### src/rtl/lcd_read_unit_if.sv
// Bus bundle between the LCD read unit, its requester and the LCD pads.
// Only the input side of the SF_D tri-state pad enters this unit.
interface lcd_read_unit_if;
    logic       rd_req;
    logic       rd_rs;
    logic [3:0] SF_D;
    logic       rd_busy;
    logic       rd_valid;
    logic [7:0] rd_data;
    logic       LCD_E;
    logic       LCD_RS;
    logic       LCD_RW;

    modport master (
        output rd_req, rd_rs, SF_D,
        input  rd_busy, rd_valid, rd_data,
        input  LCD_E, LCD_RS, LCD_RW
    );

    modport slave (
        input  rd_req, rd_rs, SF_D,
        output rd_busy, rd_valid, rd_data,
        output LCD_E, LCD_RS, LCD_RW
    );
endinterface

### src/rtl/lcd_read_unit.sv
// HD44780 4-bit read: two enable strobes, high nibble first, byte assembled.
// All pad-facing outputs are registered so LCD_E never glitches.
module lcd_read_unit #(
    parameter int T_SETUP  = 2,
    parameter int T_E_HIGH = 12,
    parameter int T_HOLD   = 1,
    parameter int T_GAP    = 50
) (
    input  logic clk,
    input  logic reset,
    lcd_read_unit_if.slave bus
);
    localparam int M1    = (T_SETUP > T_E_HIGH) ? T_SETUP : T_E_HIGH;
    localparam int M2    = (T_HOLD > T_GAP) ? T_HOLD : T_GAP;
    localparam int T_MAX = (M1 > M2) ? M1 : M2;
    localparam int CW    = $clog2(T_MAX + 1);

    localparam logic [CW-1:0] LD_SETUP = CW'(T_SETUP - 1);
    localparam logic [CW-1:0] LD_EHI   = CW'(T_E_HIGH - 1);
    localparam logic [CW-1:0] LD_HOLD  = CW'(T_HOLD - 1);
    localparam logic [CW-1:0] LD_GAP   = CW'(T_GAP - 1);

    typedef enum logic [3:0] {
        IDLE, SETUP_H, EHI_H, HOLD_H, GAP,
        SETUP_L, EHI_L, HOLD_L, DONE
    } state_t;

    state_t        state_q, state_d;
    logic [CW-1:0] cnt_q, cnt_d;
    logic [3:0]    hi_q, hi_d;
    logic [3:0]    lo_q, lo_d;
    logic          rs_q, rs_d;
    logic [7:0]    data_q, data_d;
    logic          e_q, e_d;
    logic          lrs_q, lrs_d;
    logic          rw_q, rw_d;
    logic          busy_q, busy_d;
    logic          valid_q, valid_d;
    logic          cnt_zero;
    logic          act;

    assign cnt_zero = (cnt_q == '0);

    always_comb begin
        state_d = state_q;
        cnt_d   = cnt_zero ? cnt_q : cnt_q - CW'(1);
        hi_d    = hi_q;
        lo_d    = lo_q;
        rs_d    = rs_q;
        data_d  = data_q;
        unique case (state_q)
            IDLE: begin
                cnt_d = '0;
                if (bus.rd_req) begin
                    state_d = SETUP_H;
                    cnt_d   = LD_SETUP;
                    rs_d    = bus.rd_rs;
                end
            end
            SETUP_H: if (cnt_zero) begin
                state_d = EHI_H;
                cnt_d   = LD_EHI;
            end
            EHI_H: if (cnt_zero) begin
                state_d = HOLD_H;
                cnt_d   = LD_HOLD;
                hi_d    = bus.SF_D;
            end
            HOLD_H: if (cnt_zero) begin
                state_d = GAP;
                cnt_d   = LD_GAP;
            end
            GAP: if (cnt_zero) begin
                state_d = SETUP_L;
                cnt_d   = LD_SETUP;
            end
            SETUP_L: if (cnt_zero) begin
                state_d = EHI_L;
                cnt_d   = LD_EHI;
            end
            EHI_L: if (cnt_zero) begin
                state_d = HOLD_L;
                cnt_d   = LD_HOLD;
                lo_d    = bus.SF_D;
            end
            HOLD_L: if (cnt_zero) begin
                state_d = DONE;
                cnt_d   = '0;
                data_d  = {hi_q, lo_q};
            end
            DONE: begin
                state_d = IDLE;
                cnt_d   = '0;
            end
            default: begin
                state_d = IDLE;
                cnt_d   = '0;
            end
        endcase
    end

    // Outputs follow the next state so they change on the same edge.
    always_comb begin
        act     = (state_d != IDLE) && (state_d != DONE);
        e_d     = (state_d == EHI_H) || (state_d == EHI_L);
        rw_d    = act;
        lrs_d   = act && rs_d;
        busy_d  = (state_d != IDLE);
        valid_d = (state_d == DONE);
    end

    always_ff @(posedge clk or posedge reset) begin
        if (reset) begin
            state_q <= IDLE;
            cnt_q   <= '0;
            hi_q    <= '0;
            lo_q    <= '0;
            rs_q    <= 1'b0;
            data_q  <= '0;
            e_q     <= 1'b0;
            lrs_q   <= 1'b0;
            rw_q    <= 1'b0;
            busy_q  <= 1'b0;
            valid_q <= 1'b0;
        end else begin
            state_q <= state_d;
            cnt_q   <= cnt_d;
            hi_q    <= hi_d;
            lo_q    <= lo_d;
            rs_q    <= rs_d;
            data_q  <= data_d;
            e_q     <= e_d;
            lrs_q   <= lrs_d;
            rw_q    <= rw_d;
            busy_q  <= busy_d;
            valid_q <= valid_d;
        end
    end

    assign bus.LCD_E    = e_q;
    assign bus.LCD_RS   = lrs_q;
    assign bus.LCD_RW   = rw_q;
    assign bus.rd_busy  = busy_q;
    assign bus.rd_valid = valid_q;
    assign bus.rd_data  = data_q;
endmodule

### src/flat_wrapper.sv
// flat-port wrapper written by rule: the top's interface ports become plain ports
module lcd_read_unit_flat 
#(
    parameter int T_SETUP  = 2,
    parameter int T_E_HIGH = 12,
    parameter int T_HOLD   = 1,
    parameter int T_GAP    = 50
)
  (clk, reset, bus_rd_req, bus_rd_rs, bus_SF_D, bus_rd_busy, bus_rd_valid, bus_rd_data, bus_LCD_E, bus_LCD_RS, bus_LCD_RW);
  lcd_read_unit_if bus_i ();
  input  logic clk;
  input  logic reset;
  input wire logic [$bits(bus_i.rd_req)-1:0] bus_rd_req;
  input wire logic [$bits(bus_i.rd_rs)-1:0] bus_rd_rs;
  input wire logic [$bits(bus_i.SF_D)-1:0] bus_SF_D;
  output wire logic [$bits(bus_i.rd_busy)-1:0] bus_rd_busy;
  output wire logic [$bits(bus_i.rd_valid)-1:0] bus_rd_valid;
  output wire logic [$bits(bus_i.rd_data)-1:0] bus_rd_data;
  output wire logic [$bits(bus_i.LCD_E)-1:0] bus_LCD_E;
  output wire logic [$bits(bus_i.LCD_RS)-1:0] bus_LCD_RS;
  output wire logic [$bits(bus_i.LCD_RW)-1:0] bus_LCD_RW;
  assign bus_i.rd_req = bus_rd_req;
  assign bus_i.rd_rs = bus_rd_rs;
  assign bus_i.SF_D = bus_SF_D;
  assign bus_rd_busy = bus_i.rd_busy;
  assign bus_rd_valid = bus_i.rd_valid;
  assign bus_rd_data = bus_i.rd_data;
  assign bus_LCD_E = bus_i.LCD_E;
  assign bus_LCD_RS = bus_i.LCD_RS;
  assign bus_LCD_RW = bus_i.LCD_RW;
  lcd_read_unit #(.T_SETUP(T_SETUP), .T_E_HIGH(T_E_HIGH), .T_HOLD(T_HOLD), .T_GAP(T_GAP)) u_core (.clk(clk), .reset(reset), .bus(bus_i));
endmodule
### config.mk
export PLATFORM = sky130hd
export DESIGN_NAME = lcd_read_unit_flat
export DESIGN_NICKNAME = d
export VERILOG_FILES = /design/src/rtl/lcd_read_unit_if.sv /design/src/rtl/lcd_read_unit.sv /design/src/flat_wrapper.sv
export SDC_FILE = /design/constraint.sdc
export NUM_CORES = 1
export LEC_CHECK = 0
export CORE_MARGIN = 2
export CORE_UTILIZATION = 38
export DETAILED_ROUTE_END_ITERATION = 8
export DONT_BUFFER_PORTS = 1
export MAX_ROUTING_LAYER = met4
export PLACE_DENSITY = 0.61
export RECOVER_POWER = 50
export SYNTH_ARGS = -nofsm -noshare
export SYNTH_HDL_FRONTEND = slang
export SYNTH_SLANG_ARGS = --single-unit
### constraint.sdc
create_clock -name clk -period 2.3 [get_ports clk]
set_input_delay 0.46 -clock clk [delete_from_list [all_inputs] [get_ports clk]]
set_output_delay 0.46 -clock clk [all_outputs]
set_load 0.01 [all_outputs]
==> results of run 1 <==
-- registers in the layout, indices dropped and copies added, names as in the netlist, 4 cells and up --
| register | count |
|---|---|
| u_core.hi_q | 4 |
| u_core.lo_q | 4 |
| u_core.cnt_q | 6 |
| u_core.state_q | 4 |
| u_core.bus.rd_data | 8 |
-- path summary, 6_finish.rpt --
check                                startpoint               endpoint  slack [ns]  cells past startpoint
min in group asynchronous                 reset     u_core.bus.rd_busy        0.64                      2
worst max-delay path            u_core.cnt_q[0]         u_core.hi_q[0]        0.23                      7
worst min register to register      u_core.rs_q            u_core.rs_q        0.49                      1
max in group asynchronous                 reset  u_core.bus.rd_data[1]        0.69                      2
worst min-delay path                bus_SF_D[1]         u_core.lo_q[1]        0.32                      1
worst max register to register  u_core.cnt_q[0]         u_core.hi_q[0]        0.23                      7
-- layer usage --
layer / track usage, % / vias up
met4: 7.03 / 0
met3: 4.97 / 8
li1: - / 421
met5: - / -
met2: 22.4 / 27
met1: 16.6 / 450
-- cell usage in the layout, fill, tap and decap left out --
cell	netlist	layout
xnor2_1	2	2
a311oi_1	1	1
nand4_1	2	2
clkbuf_8	0	5
and3_2	1	1
nand4b_1	1	1
xor2_1	1	1
dfrtp_1	32	32
a221o_2	1	1
bufinv_16	0	1
ha_1	2	2
nor3_1	5	5
nor4b_1	1	1
nor3_4	1	1
nand3b_1	2	2
a21oi_1	6	6
and2_1	1	1
nor2_1	7	7
o21a_1	2	2
a21boi_0	1	1
o21ai_0	4	4
mux2_2	17	17
nor4_1	2	2
nand3_1	4	4
clkinv_2	0	1
nand2_4	1	1
a31oi_1	1	1
nor4b_4	1	1
inv_1	4	4
o211a_1	1	1
nand2b_1	1	1
or2_2	1	1
buf_4	1	2
nor2b_1	2	2
clkbuf_1	4	2
and2_2	1	1
nand2_1	2	2
-- report_power, final --
| part | switching, mW | internal, mW |
|---|---|---|
| Clock | 0.209 | 0.321 |
| Combinational | 0.222 | 0.222 |
| Sequential | 0.200 | 0.715 |
| Total | 0.631 | 1.26 |
-- logic make-up after synthesis --
group,share of synthesized area [%]
AOI/OAI and AO/OA,7.65
xor gates and xnor gates,1.85
adders and majority gates,1.76
buffers and inverters,2.64
DFF,56.2
muxes,13.4
and+or+nand+nor,16.4
-- metrics by stage --
stage          cells  cell area, um2  utilization (%)  hold slack (ns)  setup slack (ns)
2_1_floorplan    116            1420                -            0.465             0.357
3_3_place_gp     162            1480             40.8            0.454             0.302
3_5_place_dp     162            1480             40.8            0.463             0.215
4_1_cts          170            1590             43.8            0.157             0.196
5_1_grt          170            1590             43.7            0.305            0.0792
6_report         170            1590             43.7            0.322             0.228
-- worst max-delay path, stage by stage (launching register included) --
cell,delay (ns)
dfrtp_1,0.42
inv_1,0.10
ha_1,0.16
nor2b_1,0.27
buf_4,0.21
and2_2,0.17
nand4_1,0.26
mux2_2,0.37
-- area by class of cell --
cell class              instances  area, um2
repair buffers                  3       18.8
well taps                      48       60.1
fillers                       353       2050
flip-flops and latches         32        801
inverters                       4       15.0
multi-input cells              75        586
clock inverters                 2       35.0
clock buffers                   6       72.6
==> results.txt, run 1 <==
----------------------------------------------------
[Run status]
  Outcome ... finished, violations left
  Violated checks ... capacitance limit, slew limit

[Floorplan]
  Boundary pin count ... 21
  Height of the die ... ~65 um
  Starting Density ... ~39%
  Placeable core region ... about 3600 um2
  Die Footprint ... between 4000 and 5000 um2
  Rows ... 22
  Horizontal die dimension ... around 65 um

[Clock network]
  Cell at the root of the clock tree ... clkbuf_8
  TritonCTS clock tree ... yes
  Post-CTS Setup Bufs ... 0
  # resized after CTS ... 0
  Number of buffers inserted during clock tree synthesis ... 5
  Total of hold buffers inserted after clock tree synthesis ... 0
  Clock Sink Count ... 32
  Clock transition at the registers of the reported paths ... about 0.070 ns
  Worst-Skew Late Latency ... 0.29 ns
  Largest buffer count on any clock path ... 2
  H-tree levels ... 2

[Yosys]
  Proportion of synthesized chip area in sequential cells ... a little under three fifths
  Synthesis warning total ... 0
  Post-Synthesis Cells ... between 100 and 150
  Cell type contributing the most total cell area after synthesis ... dfrtp_1
  Mean instance size in the synthesized netlist ... 12.3 um2
  Most common cell in the netlist ... dfrtp_1
  Syn Nets ... roughly 130
  Number of enable-type register cells in the synthesized netlist ... 0
  Area contributors post-synth ... dfrtp_1 56%, mux2_2 13%, a21oi_1 2.1%
  Share of Yosys cell area claimed by the top area cell type ... 56.2%
  Cell area after technology mapping ... around 1400 um2
  Share of flip-flops with an asynchronous set or reset ... 100%
  Cell types with the highest counts after synthesis ... 32 x dfrtp_1, 17 x mux2_2, 7 x nor2_1
  Count of unique library cells instantiated by Yosys ... 34
  Synth Register Bits ... 32
  Primary FF master, synth ... dfrtp_1

[GRT]
  Antenna violations before repair ... 0
  Total congestion overflow after global routing ... 0
  First-pass GRT wire length ... roughly 4400 um
  Via count of the first global-routing pass ... 948
  Largest net degree at the start of global routing ... 33
  Combined global-route utilization of all metal layers ... between 10% and 20%

[Timing]
  RSZ-0062 raised after global routing ... false
  Setup-failing EPs final ... 0
  Final worst path period share ... about nine tenths
  Achievable clock frequency ... between 0.4 and 0.5 GHz
  Slew at the pin closest to its max-slew limit ... 1.67 ns
  Total negative setup slack ... 0 ns
  Max_slew headroom ... -11.3%
  Worst-case clock skew ... between 0.009 and 0.01 ns
  Hold violation total from the final report ... 0
  Crit path time final ... 2.07 ns
  Max Transition Viols Final ... 33

[Pwr]
  Total power ... 1.89 mW
  Peak ir drop on the vdd network ... ~500 uV
  Leakage power summed over all cells ... just under 0.7 nW
  Power Dens Cells ... roughly 1200 nW/um2

[Route]
  Number of remaining DRC errors ... 0
  Detail-routed via count per cell ... approximately 5.3
  Number of nets with antenna violations after routing ... 0
  Overall via count from detail_route ... just over 900
  Wire length on met3 ... roughly 180 um
  Uppermost layer routed ... met4
  DRC violation total after the first TritonRoute iteration ... between 40 and 50
  WL per Instance ... about 15 um
  Sum of met2 wire segment lengths after detailed routing ... around 1300 um
  Metal1 wirelength ... roughly 1100 um
  Number of iterations in the first detailed-routing pass ... 4
  Drt total wl ... between 2000 and 3000 um

[Cells and area]
  Share of cells above drive strength 1 ... a little over a quarter
  Layout Area Growth over Synthesis ... 11.5%
  Diodes inserted ... 0
  Number of nets in the finished design ... 131

[Place]
  HPWL reported at the end of detailed placement ... about 1800 um
  Count of input and output buffers ... 0
  Final RePlAce weighted congestion ... 0.777

[Critical path]
  Maximum fanout along the worst path ... 8
  Arrival time reported for the critical path endpoint ... between 2 and 2.5 ns
  Crit path launch type ... flip-flop
  Endpoint class of the critical path ... flip-flop
  Required time at the worst-slack endpoint ... 2.47 ns
  Worst Path Class, Setup ... reg -> reg

[Run]
  Number of maximum-capacitance constraint violations ... 1

[Min path]
  Hold/Removal Path Class ... in -> reg

----------------------------------------------------
(Power assumes the default switching activity.)
==> run 2: changes to the inputs <==
- CORE_UTILIZATION: 38 -> 60
- PLACE_DENSITY: 0.61 -> 0.85
- SKIP_CTS_REPAIR_TIMING: not set -> 1
==> results.txt, run 2 (synthesis results as in run 1) <==
----------------------------------------------------
[Timing]
  Max Transition Viols Final ... 0 (-100%)
  Total negative setup slack ... 0 ns (unchanged)
  Hold violation total from the final report ... 0 (unchanged)
  Crit path time final ... 2.05 ns (-0.0242 ns)
  Setup-failing EPs final ... 0 (unchanged)
  Worst-case clock skew ... 0.0129 ns (+0.00364 ns)
  Final worst path period share ... 89.0% (-1.1 points)
  Achievable clock frequency ... 0.488 GHz (+1.2%)
  RSZ-0062 raised after global routing ... false
  Max_slew headroom ... 63.9% (+75 points)
  Slew at the pin closest to its max-slew limit ... 0.541 ns (-1.13 ns)

[Place]
  Count of placed standard cells including taps ... 142 (-12%)
  HPWL reported at the end of detailed placement ... 1870 um (+3.5%)
  Count of input and output buffers ... 0 (unchanged)
  Final RePlAce weighted congestion ... 0.880 (+13%)

[Cells and area]
  Number of standard cells in the final layout excluding fillers ... 151 (-11%)
  Commonest non-fill, non-tap cell in the layout ... dfrtp_1
  Commonest cells after routing, fill and taps aside ... 32 x dfrtp_1, 17 x mux2_2, 7 x nor2_1
  Number of flip-flops in the largest register ... 8 (unchanged)
  Layout Area Growth over Synthesis ... 6.94%
  Diodes inserted ... 0 (unchanged)
  Fillers ... 156 (-56%)
  Share of cells above drive strength 1 ... 28.5% (+1.4 points)
  Core occupancy in the finished layout ... 68.2% (+24 points)
  Number of nets in the finished design ... 132 (+0.76%)

[Route]
  Drt total wl ... 2510 um (-2.9%)
  Detail-routed via count per cell ... 6.11 (+15%)
  Number of nets with antenna violations after routing ... 0 (unchanged)
  Number of iterations in the first detailed-routing pass ... 4 (unchanged)
  DRC violation total after the first TritonRoute iteration ... 10 (-76%)
  Overall via count from detail_route ... 922 (+1.8%)
  WL per Instance ... 16.6 um (+9.4%)
  Number of remaining DRC errors ... 0 (unchanged)

[Critical path]
  Arrival time reported for the critical path endpoint ... 2.27 ns (+0.03 ns)
  Worst Path Class, Setup ... reg -> reg
  Maximum fanout along the worst path ... 8 (unchanged)
  Required time at the worst-slack endpoint ... 2.52 ns (+0.05 ns)
  Crit path launch type ... flip-flop
  Endpoint class of the critical path ... flip-flop

[Floorplan]
  Placeable core region ... 2230 um2 (-39%)
  Height of the die ... 52.7 um (-19%)
  Die Footprint ... 2780 um2 (-35%)
  Rows ... 17 (-23%)
  Starting Density ... 63.8% (+25 points)
  Boundary pin count ... 21 (unchanged)
  Horizontal die dimension ... 52.7 um (-19%)

[GRT]
  Grt met2 use ... 34.8% (+12 points)
  Most Crowded Layer GR ... met2
  Antenna violations before repair ... 0 (unchanged)
  Largest net degree at the start of global routing ... 24 (-27%)
  First-pass GRT wire length ... 4240 um (-3.6%)
  Met3 usage in global routing ... 9.43% (+4.5 points)
  Total congestion overflow after global routing ... 0 (unchanged)
  Combined global-route utilization of all metal layers ... 22.9% (+8.5 points)
  Fraction of met1 tracks used by global routing ... 27.7% (+11 points)
  Via count of the first global-routing pass ... 909 (-4.1%)

[Min path]
  Hold/Removal Path Class ... in -> reg

[Clock network]
  Number of buffers inserted during clock tree synthesis ... 5 (unchanged)
  Clock transition at the registers of the reported paths ... 0.11 ns (+0.04 ns)
  Worst-Skew Late Latency ... 0.34 ns (+0.05 ns)
  TritonCTS clock tree ... yes
  Clock Sink Count ... 32 (unchanged)
  Cell at the root of the clock tree ... clkbuf_4
  Largest buffer count on any clock path ... 2 (unchanged)
  H-tree levels ... 2 (unchanged)

[Run status]
  Outcome ... finished, final reports clean

[Pwr]
  Peak ir drop on the vdd network ... 612 uV (+23%)
  Leakage power summed over all cells ... 0.672 nW (-1.9%)
  Power Dens Cells ... 1100 nW/um2 (-7.5%)

[Run]
  Number of maximum-capacitance constraint violations ... 0 (-1)

----------------------------------------------------
-- run 2: cell types whose count changed in the layout (fill, tap and decap cells not counted) --
cell,change
clkinv_4,+1
clkinv_2,+1
bufinv_16,-1
clkbuf_8,-5
clkbuf_4,+5
clkbuf_1,-2
dlygate4sd3_1,+1
clkbuf_2,+1
-- run 2: per-layer routing --
layer  vias up  wire length, um
met1       461             1040
met5         -                0
met4         0               34
met3         6              156
met2        27             1280
li1        428                -
-- run 2: critical path, cell delays in order (launching register included) --
cell	delay (ns)
dfrtp_1	0.42
inv_1	0.10
ha_1	0.17
nor2b_1	0.26
buf_4	0.20
and2_2	0.17
nand4_1	0.25
mux2_2	0.37
-- run 2: path summary, 6_finish.rpt --
check	to	slack (ns)	startpoint	cells after the start
setup reg to reg	u_core.hi_q[1]	0.25	u_core.cnt_q[0]	7
setup / recovery	u_core.hi_q[1]	0.25	u_core.cnt_q[0]	7
max in group asynchronous	u_core.cnt_q[3]	0.93	reset	3
hold / removal	u_core.lo_q[1]	0.26	bus_SF_D[1]	1
hold reg to reg	u_core.hi_q[1]	0.52	u_core.hi_q[1]	1
min in group asynchronous	u_core.bus.rd_valid	0.52	reset	2
-- run 2: power breakdown --
part           switching [mW]  internal (mW)  leakage, nW  total [mW]
registers               0.198          0.714        0.393       0.911
clock network           0.196          0.117       0.0349       0.313
logic                   0.228          0.224        0.244       0.452
-- run 2: area by class of cell --
| type | count | area (um2) | share of cell area (%) |
|---|---|---|---|
| repair buffers | 4 | 30.0 | 1.97 |
| multi-input cells | 75 | 586 | 38.5 |
| inverters | 4 | 15.0 | 0.986 |
| flip-flops and latches | 32 | 801 | 52.6 |
| clock inverters | 3 | 18.8 | 1.23 |
| clock buffers | 5 | 37.5 | 2.47 |
| well taps | 28 | 35.0 | 2.30 |
-- run 2: per-stage QoR --
stage          area, um2  power (mW)  hold WS, ns  setup slack [ns]
2_1_floorplan       1420        1.27        0.465             0.357
4_1_cts             1520        1.69      -0.0205             0.226
5_1_grt             1520        1.80        0.240             0.120
3_3_place_gp        1460        1.34        0.331             0.342
3_5_place_dp        1460        1.38        0.344             0.242
6_report            1520        1.68        0.263             0.252
